==> src/rtl/sfx_sequencer_pkg.sv <==
// Shared definitions for the sound-effect sequencer and the buzzer tone generator:
// note codes, effect ids and ROM step field widths.
package sfx_sequencer_pkg;

  localparam int NOTE_W = 4;
  localparam int DUR_W  = 5;
  localparam int IDX_W  = 3;

  localparam logic [NOTE_W-1:0] NOTE_REST = 4'd0;
  localparam logic [NOTE_W-1:0] NOTE_C6   = 4'd1;
  localparam logic [NOTE_W-1:0] NOTE_D6   = 4'd2;
  localparam logic [NOTE_W-1:0] NOTE_E6   = 4'd3;
  localparam logic [NOTE_W-1:0] NOTE_F6   = 4'd4;
  localparam logic [NOTE_W-1:0] NOTE_G6   = 4'd5;
  localparam logic [NOTE_W-1:0] NOTE_B6   = 4'd6;
  localparam logic [NOTE_W-1:0] NOTE_C7   = 4'd7;
  localparam logic [NOTE_W-1:0] NOTE_G5   = 4'd8;
  localparam logic [NOTE_W-1:0] NOTE_F4   = 4'd9;
  localparam logic [NOTE_W-1:0] NOTE_B3   = 4'd10;

  // Numeric order doubles as priority order.
  typedef enum logic [1:0] {
    SFX_DROP    = 2'd0,
    SFX_INVALID = 2'd1,
    SFX_WIN     = 2'd2
  } sfx_id_e;

  typedef struct packed {
    logic [NOTE_W-1:0] note;
    logic [DUR_W-1:0]  dur;
  } sfx_step_t;

  function automatic sfx_id_e sfx_winner(input logic [2:0] req);
    if (req[2]) return SFX_WIN;
    if (req[1]) return SFX_INVALID;
    return SFX_DROP;
  endfunction

endpackage

==> src/rtl/sfx_sequencer_rom.sv <==
// Effect sequence ROM: (id, step) -> {note, duration}, plus a flag telling the
// sequencer that the following step is the end of the effect.
module sfx_rom
  import sfx_sequencer_pkg::*;
(
  input  sfx_id_e          id_i,
  input  logic [IDX_W-1:0] step_i,
  output sfx_step_t        step_o,
  output logic             last_o
);

  function automatic logic [NOTE_W-1:0] note_of(input sfx_id_e id, input logic [IDX_W-1:0] idx);
    logic [NOTE_W-1:0] n;
    n = NOTE_REST;
    case (id)
      SFX_DROP:    case (idx) 3'd0: n = NOTE_C6; 3'd1: n = NOTE_G6; default: n = NOTE_REST; endcase
      SFX_INVALID: case (idx) 3'd0: n = NOTE_F4; 3'd2: n = NOTE_B3; default: n = NOTE_REST; endcase
      SFX_WIN:     case (idx)
                     3'd0: n = NOTE_C6;
                     3'd1: n = NOTE_E6;
                     3'd2: n = NOTE_G6;
                     3'd3: n = NOTE_C7;
                     default: n = NOTE_REST;
                   endcase
      default:     n = NOTE_REST;
    endcase
    return n;
  endfunction

  // A zero duration is the end marker.
  function automatic logic [DUR_W-1:0] dur_of(input sfx_id_e id, input logic [IDX_W-1:0] idx);
    logic [DUR_W-1:0] d;
    d = '0;
    case (id)
      SFX_DROP:    case (idx) 3'd0, 3'd1: d = 5'd5; default: d = '0; endcase
      SFX_INVALID: case (idx) 3'd0: d = 5'd10; 3'd1: d = 5'd3; 3'd2: d = 5'd15; default: d = '0; endcase
      SFX_WIN:     case (idx) 3'd0, 3'd1, 3'd2: d = 5'd8; 3'd3: d = 5'd20; default: d = '0; endcase
      default:     d = '0;
    endcase
    return d;
  endfunction

  assign step_o.note = note_of(id_i, step_i);
  assign step_o.dur  = dur_of(id_i, step_i);
  assign last_o      = (step_i == '1) || (dur_of(id_i, step_i + 3'd1) == '0);

endmodule

==> src/rtl/sfx_sequencer.sv <==
// Sound-effect sequencer: fixed-priority arbitration of effect requests and
// tick-timed stepping through the effect ROM to drive the buzzer.
module sfx_sequencer
  import sfx_sequencer_pkg::*;
#(
  parameter int TICK_CYCLES = 250_000
) (
  input  logic       clk,
  input  logic       rst_n,
  input  logic [2:0] sfx_req,
  input  logic       mute,
  output logic [3:0] note,
  output logic       note_en,
  output logic       busy,
  output logic [1:0] sfx_id,
  output logic       done
);

  localparam int            PW        = $clog2(TICK_CYCLES);
  localparam logic [PW-1:0] PRESC_MAX = PW'(TICK_CYCLES - 1);

  typedef enum logic {S_IDLE = 1'b0, S_PLAY = 1'b1} state_e;

  state_e           state_q, state_d;
  sfx_id_e          id_q, id_d;
  logic [IDX_W-1:0] step_q, step_d;
  logic [DUR_W-1:0] dur_q, dur_d;
  logic [PW-1:0]    presc_q, presc_d;
  logic             done_q, done_d;

  sfx_step_t cur;
  logic      cur_last;
  logic      tick, step_end, seq_end, start;
  sfx_id_e   req_id;

  sfx_rom u_rom (
    .id_i   (id_q),
    .step_i (step_q),
    .step_o (cur),
    .last_o (cur_last)
  );

  assign req_id   = sfx_winner(sfx_req);
  assign tick     = (state_q == S_PLAY) && (presc_q == PRESC_MAX);
  assign step_end = tick && ((dur_q + 5'd1) == cur.dur);
  assign seq_end  = step_end && cur_last;
  // A completing effect hands over to any request; otherwise only a strictly higher one preempts.
  assign start    = (|sfx_req) &&
                    ((state_q == S_IDLE) || seq_end || (req_id > id_q));

  always_comb begin
    state_d = state_q;
    id_d    = id_q;
    step_d  = step_q;
    dur_d   = dur_q;
    presc_d = presc_q;
    done_d  = seq_end;
    if (start) begin
      state_d = S_PLAY;
      id_d    = req_id;
      step_d  = '0;
      dur_d   = '0;
      presc_d = '0;
    end else begin
      case (state_q)
        S_PLAY: begin
          if (seq_end) begin
            state_d = S_IDLE;
            id_d    = SFX_DROP;
            step_d  = '0;
            dur_d   = '0;
            presc_d = '0;
          end else if (tick) begin
            presc_d = '0;
            if (step_end) begin
              step_d = step_q + 3'd1;
              dur_d  = '0;
            end else begin
              dur_d = dur_q + 5'd1;
            end
          end else begin
            presc_d = presc_q + PW'(1);
          end
        end
        default: state_d = S_IDLE;
      endcase
    end
  end

  always_ff @(posedge clk or negedge rst_n) begin
    if (!rst_n) begin
      state_q <= S_IDLE;
      id_q    <= SFX_DROP;
      step_q  <= '0;
      dur_q   <= '0;
      presc_q <= '0;
      done_q  <= 1'b0;
    end else begin
      state_q <= state_d;
      id_q    <= id_d;
      step_q  <= step_d;
      dur_q   <= dur_d;
      presc_q <= presc_d;
      done_q  <= done_d;
    end
  end

  assign busy    = (state_q == S_PLAY);
  assign note    = busy ? cur.note : NOTE_REST;
  assign sfx_id  = busy ? id_q : 2'd0;
  assign note_en = busy && (cur.note != NOTE_REST) && !mute;
  assign done    = done_q;

endmodule

==> config.mk <==
export PLATFORM = sky130hd
export DESIGN_NAME = sfx_sequencer
export DESIGN_NICKNAME = d
export VERILOG_FILES = /design/src/rtl/sfx_sequencer_pkg.sv /design/src/rtl/sfx_sequencer_rom.sv /design/src/rtl/sfx_sequencer.sv
export SDC_FILE = /design/constraint.sdc
export NUM_CORES = 1
export LEC_CHECK = 0
export ABC_AREA = 1
export CAP_MARGIN = 10
export CORE_AREA = 2 2 83 85
export DETAILED_ROUTE_END_ITERATION = 7
export DIE_AREA = 0 0 85 87
export MAX_ROUTING_LAYER = met4
export PLACE_DENSITY = 0.62
export SYNTH_ARGS = -nofsm -noshare
export SYNTH_HDL_FRONTEND = slang
export SYNTH_SLANG_ARGS = --single-unit
==> constraint.sdc <==
create_clock -name clk -period 2.8 [get_ports clk]
set_clock_uncertainty 0.1 [all_clocks]
set_input_delay 0.84 -clock clk [delete_from_list [all_inputs] [get_ports clk]]
set_output_delay 0.84 -clock clk [all_outputs]
set_load 0.03 [all_outputs]
After elaboration in Yosys (flattened, before gate mapping) --
Cells that the tools add are included.
Operators by class: $add $sub $neg 3, $lt $le $gt $ge 1, equal/unequal tests 11, muxes and demuxes 41, bitwise gates (word level) 1, reductions and logical operators 27
Operator list (number):
- 18-bit two-way mux | 4
- 4-bit one-hot mux with 3 select lines | 3
- 5-bit one-hot mux with 3 select lines | 2
- 5-bit two-way mux | 5
- 3-bit two-way mux | 7
- 5-bit one-hot mux with 2 select lines | 2
- 18-bit by 1-bit adder with 18-bit output (second input constant) | 1
- 18-bit equality test (second input constant) | 1
- 2-bit two-way mux | 8
- 3-bit by 2-bit equality test with 1-bit output (second input constant) | 4
- 3-bit one-hot mux with 4 select lines | 1
- 3-bit OR reduction | 3
- 4-bit one-hot mux with 2 select lines | 1
- 3-bit by 1-bit equality test with 1-bit output (second input constant) | 2
- 1-bit logical AND | 6
- 3-bit zero test | 2
- 1-bit two-way mux | 6
- 3-bit one-hot mux with 2 select lines | 1
- 3-bit nonzero test | 2
- 5-bit by 1-bit adder with 5-bit output (second input constant) | 1
- 5-bit equality test | 1
- 5-bit zero test | 1
- 4-bit two-way mux | 1
- 2-bit AND reduction | 2
- other kinds (13) | 17
Word-level totals: flip-flop bits (word level) 30, bits of input ports 6, output and inout port bits 9, word-level logic and storage cells 90

Logic depth before layout (Yosys ltp) --
Gate-level depths: netlist (run 1).
word-level depth 13, mapped depth 16, gate-level depth less buffers 15

By module --
A second synthesis (run 1) with hierarchy kept.
Unflattened totals: cells, all modules 339, area, all modules 2283.4 um^2
Modules (own cells, without submodules):
- sfx_sequencer | instances 1, cells each 291, area each 2034.5 um^2
- sfx_rom | instances 1, cells each 48, area each 249.0 um^2

Worst setup path after synthesis (run 1) --
OpenSTA, ideal clock, no wires.
path type reg2out, start point register step_q[1], end point output note_en, data arrival time 1.465 ns, path slack 0.395 ns, cell stages (with the launch flop) 8, buffers on the path 0, cell sequence dfrtp_1 -> inv_1 -> ha_1 -> nand2_1 -> nand2_1 -> nand2_2 -> a311o_1 -> inv_1
On the way: cells in the longest elaborated chain, start to end 6, elaborated cells on any way between the ends 11, those cells by class 3 x eq/ne; 4 x mux; 4 x reduce/logical
Ends and longest elaborated chain:
- start: declaration | RTL line sfx_sequencer.sv:26 | logic [IDX_W-1:0] step_q, step_d;
- start signal: assignment | RTL line sfx_sequencer.sv:101 | step_q <= step_d;
- 3-bit by 2-bit equality test with 1-bit output, or another cell as far along | RTL line sfx_sequencer_rom.sv:18 | SFX_WIN: case (idx)
- 3-bit one-hot mux with 4 select lines, or another cell as far along | RTL line sfx_sequencer_rom.sv:18
- 4-bit one-hot mux with 3 select lines (*) | RTL line sfx_sequencer_rom.sv:15 | case (id)
- 4-bit nonzero test (*) | RTL line sfx_sequencer.sv:111 | assign note_en = busy && (cur.note != NOTE_REST) && !mute;
- 1-bit logical AND (*) (2 in a row) | RTL line sfx_sequencer.sv:111
- end: declaration | RTL line sfx_sequencer.sv:13 | output logic note_en,
Mark *: on every way between the ends. The rest lies on a longest branch, timed or not.

Worst setup path in the final report (run 1) --
Same ends and word-level chain as after synthesis.

==> impl_metrics.csv, run 1 <==
group,metric,value,unit
status,outcome,"finished clean",
detailed_routing,dr.pass1.iters,4,
floorplan,core.rowCount,30,
yosys,syn_nets,358,
clocking,clk_latency,280,ps
clocking,path_clk_slew,60,ps
clocking,root_buffer,"clkbuf_8",
critical_path,critical_path_required,1860,ps
clocking,cts_tree,"yes",
floorplan,core-area,0.006569,mm2
pwr,p_int,0.9419,mW
yosys,ys.flop_type,"dfrtp_1",
layout,stdcell_count,453,
global_route,grt_pass1_wl,9.204,mm
floorplan,die_height,87,um
detailed_routing,wl_per_cell,11.49,um
yosys,syn_area_per_cell,6.784,um2
sta,report.final.hold_viol_count,0,
sta,rsz0062_at_grt,"yes",
yosys,async_flop_share,100.0,%
layout,num-fill-cells,657,
critical_path,cp_slowest_stage_delay,410,ps
floorplan,ios,15,
critical_path,cp.buffers_inverters,3,
placement,gp_congestion,0.8665,
floorplan,initial_utilization,35.22,%
global_route,grt_pass1_vias,2091,
sta,tightest_slew,390.9,ps
critical_path,critPathSlowestCell,"dfrtp_1",
critical_path,crit_fanout,4,
yosys,synth_top_area_cell,"dfrtp_1",
layout,post-route-util,41.79,%
yosys,ys_types,32,
pwr,swShare,42.28,%
sta,post-route-period-util,96.25,%
layout,multi_input_area,0.001353,mm2
layout,antenna_cells,0,
detailed_routing,vias,2156,
yosys,synthCells,341,
layout,finalInstanceArea,0.002745,mm2
yosys,seq_area_frac_synth,32.45,%
yosys,ys_warn_count,0,
critical_path,crit_type,"reg2out",
min_path,min_path_type,"reg2reg",
floorplan,dieArea,0.007395,mm2
sta,max-slew-margin-rel,73.94,%
pwr,p_leak,1.435,nW
layout,areaGrowthSynthToFinish,18.66,%
detailed_routing,vias_per_cell,4.759,
critical_path,cp_top_family,"flip-flops",
pwr,pwr_density_cell,594.5,mW/mm2
placement,dp_hpwl,3.939,mm
yosys,synth_edf_count,0,
yosys,syn_area,0.002313,mm2
sta,setup-violations-final,0,
placement,placed_cell_area,0.002623,mm2
detailed_routing,routed_wl,5.203,mm
layout,layout.nets,391,
sta,fin_crit,2695,ps
clocking,clockBufferDepth,2,
pwr,p_seq_share,31.0,%
pwr,comb_power_share,48.1,%
global_route,overflow,0,
clocking,h-tree-depth,2,
global_route,antenna_found_initial,0,
flow_run,cap_violations,0,
placement,port_buffers,14,
critical_path,cp-end-kind,"primary output",
clocking,cts_inserted_buffers,5,
critical_path,cp-start-kind,"register",
yosys,ys_top_cells_by_area,"dfrtp_1 (32%), nand2_1 (15%), nand3_1 (10%)",
pwr,switching_power,0.6900,mW
detailed_routing,ant_nets,0,
pwr,peakVddDrop,0.2869,mV
critical_path,cp_cell_sequence,"buf_4 > ha_2 > nand2_2 > nand2_2 > nand2_2 > a311o_1 > inv_1 > buf_6",
yosys,ys_ff_latch,30,
sta,fmax,371.1,MHz
critical_path,cpMostUsedCell,"nand2_2",
layout,regArea,750.7,um2
global_route,track_usage,15.79,%
critical_path,crit_arrival,1750,ps
layout,drive_gt1_share,16.35,%
pwr,pwr-share-clk,20.9,%
detailed_routing,drc,0,
global_route,grt_start_max_net_pins,31,
clocking,postCtsHoldBufs,0,
sta,finalSetupTns,0,ps
detailed_routing,drtIter0Drc,118,
placement,dp.cells,444,
clocking,clkSinkCount,30,
yosys,synth_top_cell_area_share,32.45,%
floorplan,die_w,85,um
sta,drv_slew,0,
-- area by class of cell --
class	instances	share of cell area, %
Tap cell	80	3.646
Multi-Input combinational cell	251	49.27
Sequential cell	30	27.35
Clock buffer	6	3.008
Timing Repair Buffer	31	9.207
Inverter	55	7.521
-- state kept, by name, summed over array words and instances (netlist names) --
signal / cells
presc_q: 18
busy: 1
dur_q: 5
done: 1
step_q: 3
id_q: 2
-- cells in the final DEF (no fill, tap or decap), types with 9 or more instances in the layout --
cell             instances
nand4_1                  9
buf_4                   17
dfrtp_1                 30
xor2_1                  12
nand2_1                 88
nand3_1                 47
inv_1                   49
nor2_2                  11
clkdlybuf4s50_1          9
nor2_1                  34
-- worst reg2reg max path, stage by stage, from the launching register on --
cell and delay [ps]:
dfrtp_1 420, buf_4 160, ha_1 200, ha_1 200, nand3_1 180, nand4_1 120
nand2_1 130, nand2_1 70, nor2_1 140, nand3_1 280, nand2_1 150, inv_1 50
nand3_1 70, nand2_1 50
-- path summary, 6_finish.rpt --
check | start | endpoint | slack [ps] | cells after the start
setup / recovery | step_q[1]$_DFFE_PN0P_ | note_en | 110 | 8
hold / removal | presc_q[1]$_DFFE_PN0P_ | presc_q[1]$_DFFE_PN0P_ | 410 | 2
setup reg to reg | step_q[1]$_DFFE_PN0P_ | dur_q[3]$_DFFE_PN0P_ | 370 | 13
hold reg to reg | presc_q[1]$_DFFE_PN0P_ | presc_q[1]$_DFFE_PN0P_ | 410 | 2
max in group asynchronous | rst_n | dur_q[0]$_DFFE_PN0P_ | 1470 | 2
min in group asynchronous | rst_n | presc_q[11]$_DFFE_PN0P_ | 840 | 2
-- layer usage --
metal / track usage [%] / wire, um
met5: - / 0
met4: 5.051 / 66
met3: 2.844 / 160
met2: 26.14 / 2447
met1: 19.66 / 2528
-- synth_stat cells (3+ instances only) --
| cell type | count |
|---|---|
| nor3_1 | 7 |
| nand2_1 | 91 |
| nor2_2 | 11 |
| o21ai_0 | 4 |
| xor2_1 | 12 |
| inv_1 | 52 |
| nor2_1 | 34 |
| dfrtp_1 | 30 |
| nand3_2 | 3 |
| inv_2 | 3 |
| ha_1 | 11 |
| nand4_1 | 9 |
| nand3_1 | 47 |
-- cell families (layout without fill, tap and decap cells) --
family          after synthesis  count (layout)  share of synthesized area (%)
buf+inv                      60              92                          10.38
flops                        30              30                          32.45
compound gates               11              11                          2.867
xor+xnor                     14              14                          5.300
simple gates                215             215                          43.05
fa+ha+maj                    11              11                          5.949
-- what timing repair did --
action                                  4_1_cts  5_1_grt
resized for setup                            15       11
pin swaps                                     1        0
buffers inserted                              3        1
endpoints found under the setup margin        5        5
-- power by group through the flow --
| stage | Combinational (mW) | Sequential [mW] | Clock [mW] |
|---|---|---|---|
| 6_report | 0.785 | 0.506 | 0.341 |
| 5_1_grt | 0.885 | 0.507 | 0.370 |
| 4_1_cts | 0.785 | 0.505 | 0.359 |
| 3_5_place_dp | 0.797 | 0.512 | 0 |
| 3_3_place_gp | 0.791 | 0.513 | 0 |
| 2_1_floorplan | 0.577 | 0.515 | 0 |
-- through the flow --
step | hold WS, ps | total power [mW] | worst slack [ps]
after global placement | 398.0 | 1.304 | 74.90
final | 412.3 | 1.632 | 105.0
after detailed placement | 401.2 | 1.309 | 43.85
after CTS | 416.7 | 1.649 | 4.216
after floorplan | 375.4 | 1.092 | 395.0
after global routing | 437.0 | 1.762 | -11.52
(Power assumes the default switching activity.)
==> run 2, diff against run 1 <==
- CORE_AREA: 2 2 83 85 -> 5 5 86 88
- CTS_BUF_LIST: default -> sky130_fd_sc_hd__clkbuf_8
- DIE_AREA: 0 0 85 87 -> 0 0 91 93
==> run 2 against run 1 <==
Net effect: sequential power is essentially flat; cell area grew 3.7%; via count grew 3.2%; register-to-register slack gained 20 ps; highest routed layer unchanged; largest cell class unchanged; first-iteration DRC count shrank 30%; non-clock buffer count grew 4; utilization grew 1.5 points; sequential share of layout area shrank 0.97 points; power grew 3.2%; clock power grew 5%; final cell count grew 1.3%; maximum frequency shrank 2.2%.
==> impl_metrics.csv, run 2 (synthesis gave the netlist of run 1 again) <==
group,metric,value,unit
critical_path,cpMostUsedCell,"buf_6",
detailed_routing,vias_per_cell,4.845,
min_path,min_path_cells,2,
clocking,clkSinkCount,30,
sta,fmax,362.9,MHz
placement,gp_congestion,0.9488,
placement,dp_hpwl,3.986,mm
critical_path,path_depth,9,
global_route,grt_pass1_vias,2087,
min_path,min_path_type,"reg2reg",
min_path,whs_endpoint,"presc_q[1]$_DFFE_PN0P_",
floorplan,core.rowCount,30,
detailed_routing,ant_nets,0,
critical_path,critPathSlowestCell,"dfrtp_1",
layout,largest_reg_flops,18,
clocking,clockBufferDepth,2,
sta,report.final.hold_viol_count,0,
sta,max-slew-margin-rel,73.61,%
sta,post-route-period-util,98.41,%
floorplan,die_height,93,um
critical_path,crit_arrival,1820,ps
detailed_routing,dr.pass1.iters,4,
pwr,pwr_density_cell,591.6,mW/mm2
clocking,h-tree-depth,2,
pwr,p_leak,1.480,nW
critical_path,cp-start-kind,"register",
global_route,antenna_found_initial,0,
global_route,track_usage,13.36,%
detailed_routing,wl_per_cell,11.86,um
detailed_routing,drc,0,
floorplan,dieArea,0.008463,mm2
status,outcome,"finished clean",
sta,fin_crit,2755,ps
clocking,cts_inserted_buffers,5,
global_route,grt_pass1_wl,9.211,mm
critical_path,crit_fanout,3,
global_route,overflow,0,
layout,drive_gt1_share,18.47,%
critical_path,r2r_setup_slack,390,ps
layout,largestRegisters,"presc_q (18), dur_q (5), step_q (3)",
layout,regMostFlops,"presc_q",
critical_path,cp_slowest_stage_delay,410,ps
floorplan,core-area,0.006569,mm2
layout,antenna_cells,0,
global_route,grt_start_max_net_pins,31,
floorplan,die_w,91,um
detailed_routing,routed_wl,5.446,mm
pwr,p_total,1.684,mW
clocking,cts_tree,"yes",
layout,areaGrowthSynthToFinish,23.04,%
critical_path,cp_cell_sequence,"buf_6 > buf_6 > nor2_4 > nand2_2 > o21ai_2 > a31oi_2 > a311o_1 > inv_1 > buf_6",
layout,layout_commonest_cell,"nand2_1",
sta,finalSetupTns,0,ps
critical_path,rr_startpoint,"step_q[0]$_DFFE_PN0P_",
clocking,clk_latency,280,ps
critical_path,critical_path_required,1860,ps
layout,stdcell_count,459,
layout,final_cell_mix,"nand2_1 (87), inv_1 (49), nand3_1 (47)",
sta,setup-violations-final,0,
sta,tightest_slew,395.9,ps
clocking,root_buffer,"clkbuf_8",
critical_path,reg2regPathDepth,13,
critical_path,cp_top_family,"compound AO/OA/AOI/OAI gates",
detailed_routing,drtIter0Drc,83,
placement,dp.cells,444,
placement,port_buffers,14,
floorplan,initial_utilization,35.22,%
critical_path,cp-end-kind,"primary output",
critical_path,crit_type,"reg2out",
critical_path,cp.buffers_inverters,4,
pwr,peakVddDrop,0.4359,mV
detailed_routing,vias,2224,
min_path,hold_path_startpoint,"presc_q[1]$_DFFE_PN0P_",
floorplan,ios,15,
critical_path,r2r_end,"dur_q[3]$_DFFE_PN0P_",
layout,layout.nets,395,
sta,drv_slew,0,
clocking,path_clk_slew,60,ps
flow_run,cap_violations,0,
==> run 2: cell count changes in the layout (fill, tap and decap cells not counted), sizes merged <==
| cell | change |
|---|---|
| dlygate4sd2 | +1 |
| inv | +1 |
| clkinv | +1 |
| buf | +3 |
==> run 2: power breakdown <==
group          internal, mW  leakage [nW]  switching [mW]
Clock                 0.194        0.0524           0.165
Combinational         0.297          1.02           0.520
Sequential            0.469         0.407          0.0376
==> run 2: cell type report <==
type                            instances  area (um2)
Tap cell                               80       100.1
Clock inverter                          2       8.758
Multi-Input combinational cell        251        1398
Clock buffer                            6       82.58
Sequential cell                        30       750.7
Timing Repair Buffer                   35       297.8
Fill cell                             665        3722
Inverter                               55       209.0
==> run 2: worst max path at each step <==
stage / startpoint / to
after detailed placement: step_q[0]$_DFFE_PN0P_ / note[1]
after CTS: step_q[0]$_DFFE_PN0P_ / note_en
after global routing: step_q[1]$_DFFE_PN0P_ / note_en
after global placement: sfx_req[2] / presc_q[17]$_DFFE_PN0P_
final: step_q[1]$_DFFE_PN0P_ / note_en
after floorplan: step_q[1]$_DFFE_PN0P_ / note_en
==> run 2: through the flow <==
| stage | cell area (um2) | setup WS [ps] | util [%] | hold slack [ps] |
|---|---|---|---|---|
| global placement | 2623 | 69.76 | 39.92 | 401.1 |
| floorplan | 2313 | 395.0 | - | 375.4 |
| global route | 2846 | -24.11 | 43.33 | 493.4 |
| CTS | 2756 | 0.7711 | 41.96 | 426.6 |
| detailed placement | 2623 | 55.26 | 39.92 | 409.5 |
| finish | 2846 | 44.58 | 43.33 | 421.5 |
==> run 2: metal layers <==
metal	up-vias	track usage [%]	wire, um
li1	1149	-	-
met1	1019	16.51	2602
met4	0	4.768	105
met2	45	21.81	2532
met5	-	-	0
met3	11	2.655	205
==> run 2: timing repair <==
item,CTS,global route
resized for setup,15,21
pin swaps,0,3
hold buffers,0,0
setup buffers,3,5
setup endpoints to repair,5,4
endpoints found under the hold margin,0,0
==> run 2: worst reg2reg max path, cell delays in order (launching register included) <==
cell     delay [ps]
dfrtp_1         390
buf_4           160
ha_1            230
ha_1            200
nand3_1         170
nand4_1         110
nand2_1         140
nand2_1          80
nor2_1          130
nand3_1         280
nand2_1         150
inv_1            50
nand3_1          70
nand2_1          50
